## config.mk

```make
export PLATFORM = sky130hd
export DESIGN_NAME = multdiv_controller
export DESIGN_NICKNAME = d
export VERILOG_FILES = /design/src/rtl/multdiv_pkg.sv /design/src/rtl/md_watchdog.sv /design/src/rtl/multdiv_controller.sv
export SDC_FILE = /design/constraint.sdc
export NUM_CORES = 1
export LEC_CHECK = 0
export BUFFER_PORTS_ARGS = -buffer_cell sky130_fd_sc_hd__buf_2
export CORE_AREA = 3 3 99 101
export DETAILED_ROUTE_END_ITERATION = 7
export DIE_AREA = 0 0 102 104
export PLACE_DENSITY = 0.85
export SYNTH_ARGS = -nofsm -noshare
export SYNTH_HDL_FRONTEND = slang
export SYNTH_SLANG_ARGS = --single-unit
```

## constraint.sdc

```tcl
create_clock -name clk -period 2.5 [get_ports clk]
set_input_delay 0.25 -clock clk [delete_from_list [all_inputs] [get_ports clk]]
set_output_delay 0.25 -clock clk [all_outputs]
set_load 0.01 [all_outputs]
```

## src/rtl/multdiv_pkg.sv

```systemverilog
// Shared types and constants for the multiply/divide sequencing controller.
package multdiv_pkg;

    typedef enum logic [1:0] {
        IDLE  = 2'd0,
        START = 2'd1,
        BUSY  = 2'd2,
        DONE  = 2'd3
    } state_t;

    localparam int          WD_W          = 6;
    localparam logic [4:0]  RSTATUS_REG   = 5'd30;
    localparam logic [31:0] MULT_EXC_CODE = 32'd4;
    localparam logic [31:0] DIV_EXC_CODE  = 32'd5;

    localparam logic OP_MULT = 1'b0;
    localparam logic OP_DIV  = 1'b1;

endpackage

```

## src/rtl/md_watchdog.sv

```systemverilog
// Cycle counter bounding how long the controller waits for a unit to report ready.
module md_watchdog
    import multdiv_pkg::*;
#(
    parameter int TIMEOUT = 40  // legal range 20..63 so TIMEOUT-1 fits the counter
) (
    input  logic clk,
    input  logic reset,
    input  logic clear,
    input  logic en,
    output logic expired
);

    localparam logic [WD_W-1:0] LIMIT = WD_W'(TIMEOUT - 1);

    logic [WD_W-1:0] cnt;

    always_ff @(posedge clk) begin
        if (reset || clear) begin
            cnt <= '0;
        end else if (en) begin
            cnt <= cnt + 1'b1;
        end
    end

    assign expired = (cnt == LIMIT);

endmodule

```

## src/rtl/multdiv_controller.sv

```systemverilog
// Issues one mult/div op to the iterative units, stalls X until ready or watchdog
// expiry, then emits a single-cycle writeback (redirected to $rstatus on exception).
module multdiv_controller #(
    parameter int          TIMEOUT       = 40,
    parameter logic [4:0]  RSTATUS_REG   = multdiv_pkg::RSTATUS_REG,
    parameter logic [31:0] MULT_EXC_CODE = multdiv_pkg::MULT_EXC_CODE,
    parameter logic [31:0] DIV_EXC_CODE  = multdiv_pkg::DIV_EXC_CODE
) (
    input  logic        clk,
    input  logic        reset,
    input  logic        x_valid,
    input  logic        x_is_mult,
    input  logic        x_is_div,
    input  logic [31:0] x_opA,
    input  logic [31:0] x_opB,
    input  logic [4:0]  x_rd,
    input  logic        flush,
    output logic [31:0] md_operandA,
    output logic [31:0] md_operandB,
    output logic        ctrl_mult,
    output logic        ctrl_div,
    input  logic        md_resultRDY,
    input  logic [31:0] md_result,
    input  logic        md_exception,
    output logic        stall,
    output logic        wb_valid,
    output logic [4:0]  wb_rd,
    output logic [31:0] wb_data,
    output logic        busy
);

    import multdiv_pkg::*;

    state_t     state, state_nxt;
    logic       op_type;
    logic [4:0] rd_q;
    logic       accept, finish, take_exc, wd_expired;

    md_watchdog #(.TIMEOUT(TIMEOUT)) u_watchdog (
        .clk     (clk),
        .reset   (reset),
        .clear   (state == START),
        .en      (state == BUSY),
        .expired (wd_expired)
    );

    // Ready takes precedence over a watchdog expiry landing in the same cycle.
    assign take_exc = md_resultRDY ? md_exception : 1'b1;

    always_comb begin
        state_nxt = state;
        accept    = 1'b0;
        finish    = 1'b0;
        stall     = 1'b0;
        busy      = (state != IDLE);
        case (state)
            IDLE: begin
                // Gated by reset so stall stays low while reset is held.
                accept = x_valid & (x_is_mult | x_is_div) & ~flush & ~reset;
                stall  = accept;
                if (accept) state_nxt = START;
            end
            START: begin
                stall     = 1'b1;
                state_nxt = flush ? IDLE : BUSY;
            end
            BUSY: begin
                stall  = 1'b1;
                finish = ~flush & (md_resultRDY | wd_expired);
                if (flush)       state_nxt = IDLE;
                else if (finish) state_nxt = DONE;
            end
            DONE: state_nxt = IDLE;
            default: state_nxt = IDLE;
        endcase
    end

    always_ff @(posedge clk) begin
        if (reset) begin
            state       <= IDLE;
            ctrl_mult   <= 1'b0;
            ctrl_div    <= 1'b0;
            wb_valid    <= 1'b0;
            wb_rd       <= '0;
            wb_data     <= '0;
            md_operandA <= '0;
            md_operandB <= '0;
            op_type     <= OP_MULT;
            rd_q        <= '0;
        end else begin
            state     <= state_nxt;
            // Both flags high resolves to mult.
            ctrl_mult <= accept & x_is_mult;
            ctrl_div  <= accept & ~x_is_mult;
            wb_valid  <= finish;
            if (accept) begin
                md_operandA <= x_opA;
                md_operandB <= x_opB;
                op_type     <= x_is_mult ? OP_MULT : OP_DIV;
                rd_q        <= x_rd;
            end
            if (finish) begin
                if (take_exc) begin
                    wb_rd   <= RSTATUS_REG;
                    wb_data <= (op_type == OP_DIV) ? DIV_EXC_CODE : MULT_EXC_CODE;
                end else begin
                    wb_rd   <= rd_q;
                    wb_data <= md_result;
                end
            end
        end
    end

endmodule

```

==> metrics.csv, run 1 <==
stage;metric;value;unit
status;outcome;finished clean;
power_and_ir_drop;swShare;21.34;%
yosys;synth_top_flop_cell;dfxtp_1;
worst_setup_path;crit_buf_inv;5;
floorplan;initial_utilization;49.53;%
clock_network;cts_buffer_depth;2;
power_and_ir_drop;share_clk_of_total_power;52.3;%
placement;hpwl;8230;µm
placement;postPlaceCellArea;5523;µm²
yosys;syn_nets;632;
clock_network;cts_tree;yes;
worst_setup_path;crit_path_start_kind;input pin;
clock_network;htreeDepth;4;
placement;numPortBuffers;214;
worst_setup_path;r2r_cells;7;
yosys;synth_cell_types;32;
cells_and_area;fin_util;77.73;%
floorplan;die_y;104;µm
yosys;yosys_register_bits;118;
power_and_ir_drop;power.switching;1063;µW
placement;dp.cells;815;
detailed_routing;first_iter_violations;173;
cells_and_area;nets;929;
placement;gp_congestion;0.7411;
worst_hold_path;hp-class;input pin to flop;
cells_and_area;fillers;601;
cells_and_area;area_delta_synth_final;56.93;%
worst_setup_path;cp_top_family;buffers and inverters;
detailed_routing;wl;13830;µm
yosys;ys_warn_count;0;
clock_network;clock-sinks;118;
yosys;synth_common_cells;205 x nand2_1, 118 x dfxtp_1, 71 x a21oi_1, 34 x mux2i_1, 17 x buf_6;
yosys;seq_area_frac_synth;52.36;%
yosys;syn_avg_cell_area;8.727;µm²
floorplan;die_w;102;µm
clock_network;cts_setup_buffers;0;
grt;grt_pass1_vias;4912;
grt;gr-total-overflow;0;
worst_setup_path;r2r_start;state[0];
timing;max_freq;445.2;MHz
detailed_routing;drc_errors;0;
power_and_ir_drop;share_comb_of_total_power;8.7;%
power_and_ir_drop;p_seq_share;39.0;%
clock_network;clk_latency;0.49;ns
worst_setup_path;crit_path_top_delay_cell;dlygate4sd3_1;
grt;grt_max_degree;71;
clock_network;path_clk_slew;0.06;ns
floorplan;dieArea;10610;µm²
worst_setup_path;crit_path_cell_trace;dlygate4sd3_1, buf_2, buf_4, nor4_4, buf_4, nor2_1, nor2_1, buf_2;
floorplan;fp.coreArea;9109;µm²
yosys;synth_edf_count;0;
worst_setup_path;max_stage_delay;0.53;ns
worst_setup_path;crit_type;input pin to primary output;
yosys;synth_top_area_share;52.36;%
worst_setup_path;cp.arrival;2.00;ns
detailed_routing;routed_via_density;5.001;
job;maxCapViolCount;0;
timing;fin_crit;2.246;ns
power_and_ir_drop;p_int;3918;µW
yosys;synthTopCellsByArea;dfxtp_1 52%, nand2_1 17%, a21oi_1 7.9%;
timing;finalHoldViolations;0;
floorplan;rows;35;
power_and_ir_drop;p_per_area;703.4;nW/µm²
yosys;synth.most_common_cell;nand2_1;
detailed_routing;ant_nets;0;
timing;worst_slack;0.2536;ns
power_and_ir_drop;vdd_drop_max;0.6051;mV
timing;tightest_slew;0.6952;ns
detailed_routing;route.detailed.wl_per_inst;14.73;µm
timing;slew_violations;0;
yosys;yosys.area.top_type;dfxtp_1;
yosys;netlist_area;4512;µm²
worst_hold_path;hold_depth;3;
worst_setup_path;crit_fanout;23;
power_and_ir_drop;p_leak;0.003149;µW
worst_setup_path;worstPathRequired;2.25;ns
timing;setup_viol;0;
grt;antenna_found_initial;1;
grt;grt_usage;26.49;%
worst_setup_path;end_kind;primary output;
detailed_routing;dr.pass1.iters;4;
detailed_routing;vias;4696;
worst_setup_path;timing.rr.end;md_operandA[29];
worst_hold_path;worstHoldStart;md_result[5];
timing;rsz0062_at_grt;no;
floorplan;io_pins;215;
timing;post-route-period-util;89.86;%
cells_and_area;drive_above_1_share;32.65;%
timing;skew;0.006921;ns
grt;grt_pass1_wl;22620;µm
worst_hold_path;hold_end;wb_data[5];
worst_setup_path;r2r_slack;0.40;ns
cells_and_area;final-instance-count-excl-fill;939;
worst_setup_path;startpoint;reset;
clock_network;ctsRootBufferMaster;clkbuf_8;
yosys;syn_inst;517;
timing;tns;0;ns
clock_network;cts_made_buffers;17;
placement;preCtsSetupSlack;0.4485;ns
yosys;async_reset_ff_share;0;%
timing;slew-limit-headroom;53.65;%
cells_and_area;stdcell_area;7081;µm²
==> worst max path at each step <==
stage | slack (ns) | endpoint | cells past startpoint
floorplan | 0.66 | stall | 7
global placement | 0.51 | md_operandA[23] | 7
detailed placement | 0.45 | md_operandA[1] | 7
CTS | 0.22 | stall | 8
global route | 0.08 | stall | 8
finish | 0.25 | stall | 8
==> through the flow <==
stage / total power (µW) / hold slack (ns)
floorplan: 2154 / 0.3224
global route: 5159 / 0.002620
detailed placement: 2291 / 0.4452
finish: 4981 / 0.02713
CTS: 5006 / 0.0003901
global placement: 2281 / 0.4387
==> registers in the layout, summed over array words and instances (netlist names) <==
| name | count |
|---|---|
| state | 2 |
| md_operandB | 32 |
| ctrl_mult | 1 |
| wb_valid | 1 |
| wb_rd | 5 |
| op_type | 1 |
| md_operandA | 32 |
| wb_data | 32 |
| ctrl_div | 1 |
| rd_q | 5 |
| u_watchdog.cnt | 6 |
==> power by group through the flow <==
| stage | registers (µW) | logic [µW] | clock network [µW] |
|---|---|---|---|
| final | 1940 | 434 | 2610 |
| after global routing | 1940 | 475 | 2740 |
| after CTS | 1940 | 422 | 2640 |
| after detailed placement | 1980 | 311 | 0 |
| after global placement | 1980 | 303 | 0 |
| after floorplan | 1990 | 161 | 0 |
==> per-layer routing <==
layer / track usage [%] / up-vias / routed length [µm]
li1: - / 2279 / -
met1: 27.55 / 2156 / 5144
met2: 47.17 / 213 / 7145
met3: 7.713 / 48 / 962
met5: 0 / - / 0
met4: 13.50 / 0 / 577
==> cells in the final DEF, fill, tap and decap left out, drive strengths merged, types with 2 or more instances in the layout <==
master	instances
or3	2
and2	2
nand4	2
clkinvlp	2
mux2i	34
dfxtp	118
nor3	2
nand2	205
clkbuf	19
o21ai	3
bufinv	5
nor2	12
o221a	6
xor2	3
ha	6
buf	223
a21oi	71
inv	5
dlygate4sd3	91
clkinv	6
==> area by class of cell <==
class                      count  area, µm²  share of cell area (%)
timing repair buffer         314       2062                   29.12
inverter                       5      18.77                  0.2651
multi-input combinational    358       1852                   26.15
tap                          111      138.9                   1.961
antenna                        1      2.502                 0.03534
clock buffer                  19      441.7                   6.238
sequential                   118       2362                   33.36
clock inverter                13      202.7                   2.863
==> cell families after synthesis <==
| logic type | Yosys count | share of synthesized area (%) |
|---|---|---|
| flops | 118 | 52.36 |
| xor+xnor | 4 | 0.7766 |
| buf+inv | 41 | 6.628 |
| compound gates | 83 | 10.51 |
| mux | 34 | 7.543 |
| simple gates | 231 | 20.52 |
| fa+ha+maj | 6 | 1.664 |
==> repair_timing <==
action	CTS	global route
endpoints found under the hold margin	90	1
gates resized for setup	0	0
hold buffers	90	1
==> worst min-delay path: stages <==
cell     delay (ns)
buf_2          0.10
nand2_1        0.06
mux2i_1        0.06
No activity file was read; power rests on OpenSTA's default activity.
==> inputs of run 2 (changes only) <==
Clock period 2.5 ns to 2.8 ns, I/O delays scaled along.
==> metrics.csv, run 2 (synthesis results as in run 1) <==
stage;metric;value;unit;change
floorplan;die_w;102;µm;unchanged
power_and_ir_drop;share_comb_of_total_power;7.5;%;-1.2 points
worst_setup_path;worstPathRequired;3.15;ns;+0.90 ns
detailed_routing;drc_errors;0;;unchanged
power_and_ir_drop;vdd_drop_max;0.4161;mV;-31%
placement;numPortBuffers;214;;unchanged
cells_and_area;n_antenna_cell;0;;-1
worst_setup_path;crit_path_start_kind;flop;;
placement;postPlaceCellArea;5515;µm²;-0.14%
clock_network;cts_setup_buffers;0;;unchanged
timing;slew-limit-headroom;48.78;%;-4.9 points
timing;worst_slack;0.5170;ns;+0.2634 ns
clock_network;ctsRootBufferMaster;clkbuf_8;;
worst_setup_path;r2r_cells;7;;unchanged
detailed_routing;dr.pass1.iters;4;;unchanged
power_and_ir_drop;power.switching;974.4;µW;-8.3%
placement;gp_congestion;0.7793;;+5.2%
clock_network;cts_tree;yes;;
floorplan;io_pins;215;;unchanged
floorplan;die_y;104;µm;unchanged
power_and_ir_drop;p_per_area;645.2;nW/µm²;-8.3%
grt;grt_max_degree;76;;+7.0%
worst_setup_path;r2r_start;state[0];;
timing;slew_violations;0;;unchanged
grt;grt_pass1_vias;4345;;-12%
timing;post-route-period-util;81.54;%;
power_and_ir_drop;p_int;3084;µW;-21%
floorplan;dieArea;10610;µm²;unchanged
cells_and_area;drive_above_1_share;35.58;%;+2.9 points
cells_and_area;final-instance-count-excl-fill;867;;-7.7%
cells_and_area;area_delta_synth_final;39.41;%;
power_and_ir_drop;swShare;24.01;%;+2.7 points
worst_setup_path;crit_fanout;28;;+22%
power_and_ir_drop;p_leak;0.002793;µW;-11%
grt;grt_pass1_wl;19780;µm;-13%
floorplan;rows;35;;unchanged
timing;skew;0.007019;ns;+0.00009731 ns
clock_network;clock-sinks;118;;unchanged
cells_and_area;final_common_cell;buf_2;;
timing;finalHoldViolations;0;;unchanged
timing;tightest_slew;0.7683;ns;+0.07309 ns
floorplan;initial_utilization;49.53;%;unchanged
clock_network;cts_made_buffers;17;;unchanged
detailed_routing;wl;12280;µm;-11%
timing;whs;0.01630;ns;-0.01083 ns
timing;setup_viol;0;;unchanged
worst_hold_path;hold_depth;3;;unchanged
detailed_routing;ant_nets;0;;unchanged
cells_and_area;final_cell_mix;214 x buf_2, 205 x nand2_1, 118 x dfxtp_1;;
cells_and_area;stdcell_area;6290;µm²;-11%
power_and_ir_drop;p_seq_share;42.7;%;+3.7 points
timing;tns;0;ns;unchanged
worst_hold_path;worstHoldStart;x_opB[6];;
grt;gr-total-overflow;0;;unchanged
grt;grt_usage;23.22;%;-3.3 points
placement;dp.cells;814;;-0.12%
worst_setup_path;cp.arrival;2.63;ns;+0.63 ns
timing;rsz0062_at_grt;no;;
clock_network;cts_buffer_depth;2;;unchanged
cells_and_area;reg_top3;md_operandA x32, md_operandB x32, wb_data x32;;
worst_setup_path;timing.rr.end;md_operandA[4];;
clock_network;clk_latency;0.50;ns;about the same
placement;preCtsSetupSlack;0.5350;ns;+0.08646 ns
job;maxCapViolCount;0;;unchanged
timing;max_freq;438.0;MHz;
worst_hold_path;hp-class;input pin to flop;;
cells_and_area;nets;858;;-7.6%
clock_network;htreeDepth;4;;unchanged
placement;hpwl;8579;µm;+4.2%
worst_setup_path;end_kind;flop;;
grt;antenna_found_initial;0;;-1
worst_setup_path;r2r_slack;0.52;ns;+0.12 ns
status;outcome;finished clean;;
detailed_routing;first_iter_violations;156;;-9.8%
detailed_routing;routed_via_density;5.000;;about the same
power_and_ir_drop;share_clk_of_total_power;49.8;%;-2.5 points
worst_hold_path;hold_end;md_operandB[6];;
clock_network;path_clk_slew;0.06;ns;about the same
worst_setup_path;crit_type;flop to flop;;
timing;fin_crit;2.283;ns;
detailed_routing;route.detailed.wl_per_inst;14.17;µm;-3.8%
detailed_routing;vias;4335;;-7.7%
floorplan;fp.coreArea;9109;µm²;unchanged
## run 2: changes by cell type in the layout (fill, tap and decap cells not counted)
| cell | previous run | this run |
|---|---|---|
| dlygate4sd3_1 | 91 | 21 |
| diode_2 | 1 | 0 |
| bufinv_16 | 5 | 1 |
| clkinvlp_4 | 2 | 7 |
| inv_6 | 0 | 3 |
| clkinv_4 | 2 | 1 |
| clkinv_2 | 4 | 1 |
| buf_4 | 8 | 7 |
## run 2: how the worst max path moves through the flow
| stage | cells past startpoint | end | from |
|---|---|---|---|
| 3_5_place_dp | 7 | md_operandB[12] | state[0] |
| 2_1_floorplan | 7 | stall | state[0] |
| 3_3_place_gp | 7 | md_operandB[25] | state[0] |
| 6_report | 7 | md_operandA[4] | state[0] |
| 4_1_cts | 7 | md_operandB[12] | state[0] |
| 5_1_grt | 7 | md_operandB[12] | state[0] |
## run 2: worst max-delay path, stage by stage (launching register included)
cell and delay [ns]:
dfxtp_1 0.35, inv_1 0.13, ha_1 0.19, inv_2 0.06, or4_2 0.88, buf_4 0.33, nand2_1 0.11, a21oi_1 0.07
## run 2: final cells by class
class	instances	area, µm²
Clock buffer	19	441.7
Fill cell	725	2819
Sequential cell	118	2362
Multi-Input combinational cell	358	1852
Timing Repair Buffer	243	1354
Clock inverter	13	122.6
Tap cell	111	138.9
Inverter	5	18.77
## run 2: per-stage QoR
step                util [%]  power, µW
floorplan                  -       1923
global placement       60.55       2037
detailed placement     60.55       2049
CTS                    69.05       4081
global route           69.05       4211
finish                 69.05       4058
## run 2: repair_timing
| item | CTS | global route |
|---|---|---|
| endpoints found under the hold margin | 21 | 0 |
| resized for setup | 0 | 0 |
| hold buffers | 21 | 0 |
## run 2: per-layer routing
layer | part of all wire (%) | global-route usage, % | up-vias
met2 | 52 | 40.30 | 160
met1 | 39 | 25.44 | 2017
met4 | 2.5 | 10.68 | 0
li1 | - | - | 2132
met3 | 7.1 | 7.042 | 26
met5 | 0 | 0 | -
## run 2: power by group through the flow
| stage | logic (µW) | registers (µW) | clock network (µW) |
|---|---|---|---|
| 2_1_floorplan | 144 | 1780 | 0 |
| 3_5_place_dp | 281 | 1770 | 0 |
| 6_report | 305 | 1730 | 2020 |
| 5_1_grt | 336 | 1740 | 2140 |
| 3_3_place_gp | 271 | 1770 | 0 |
| 4_1_cts | 305 | 1730 | 2040 |
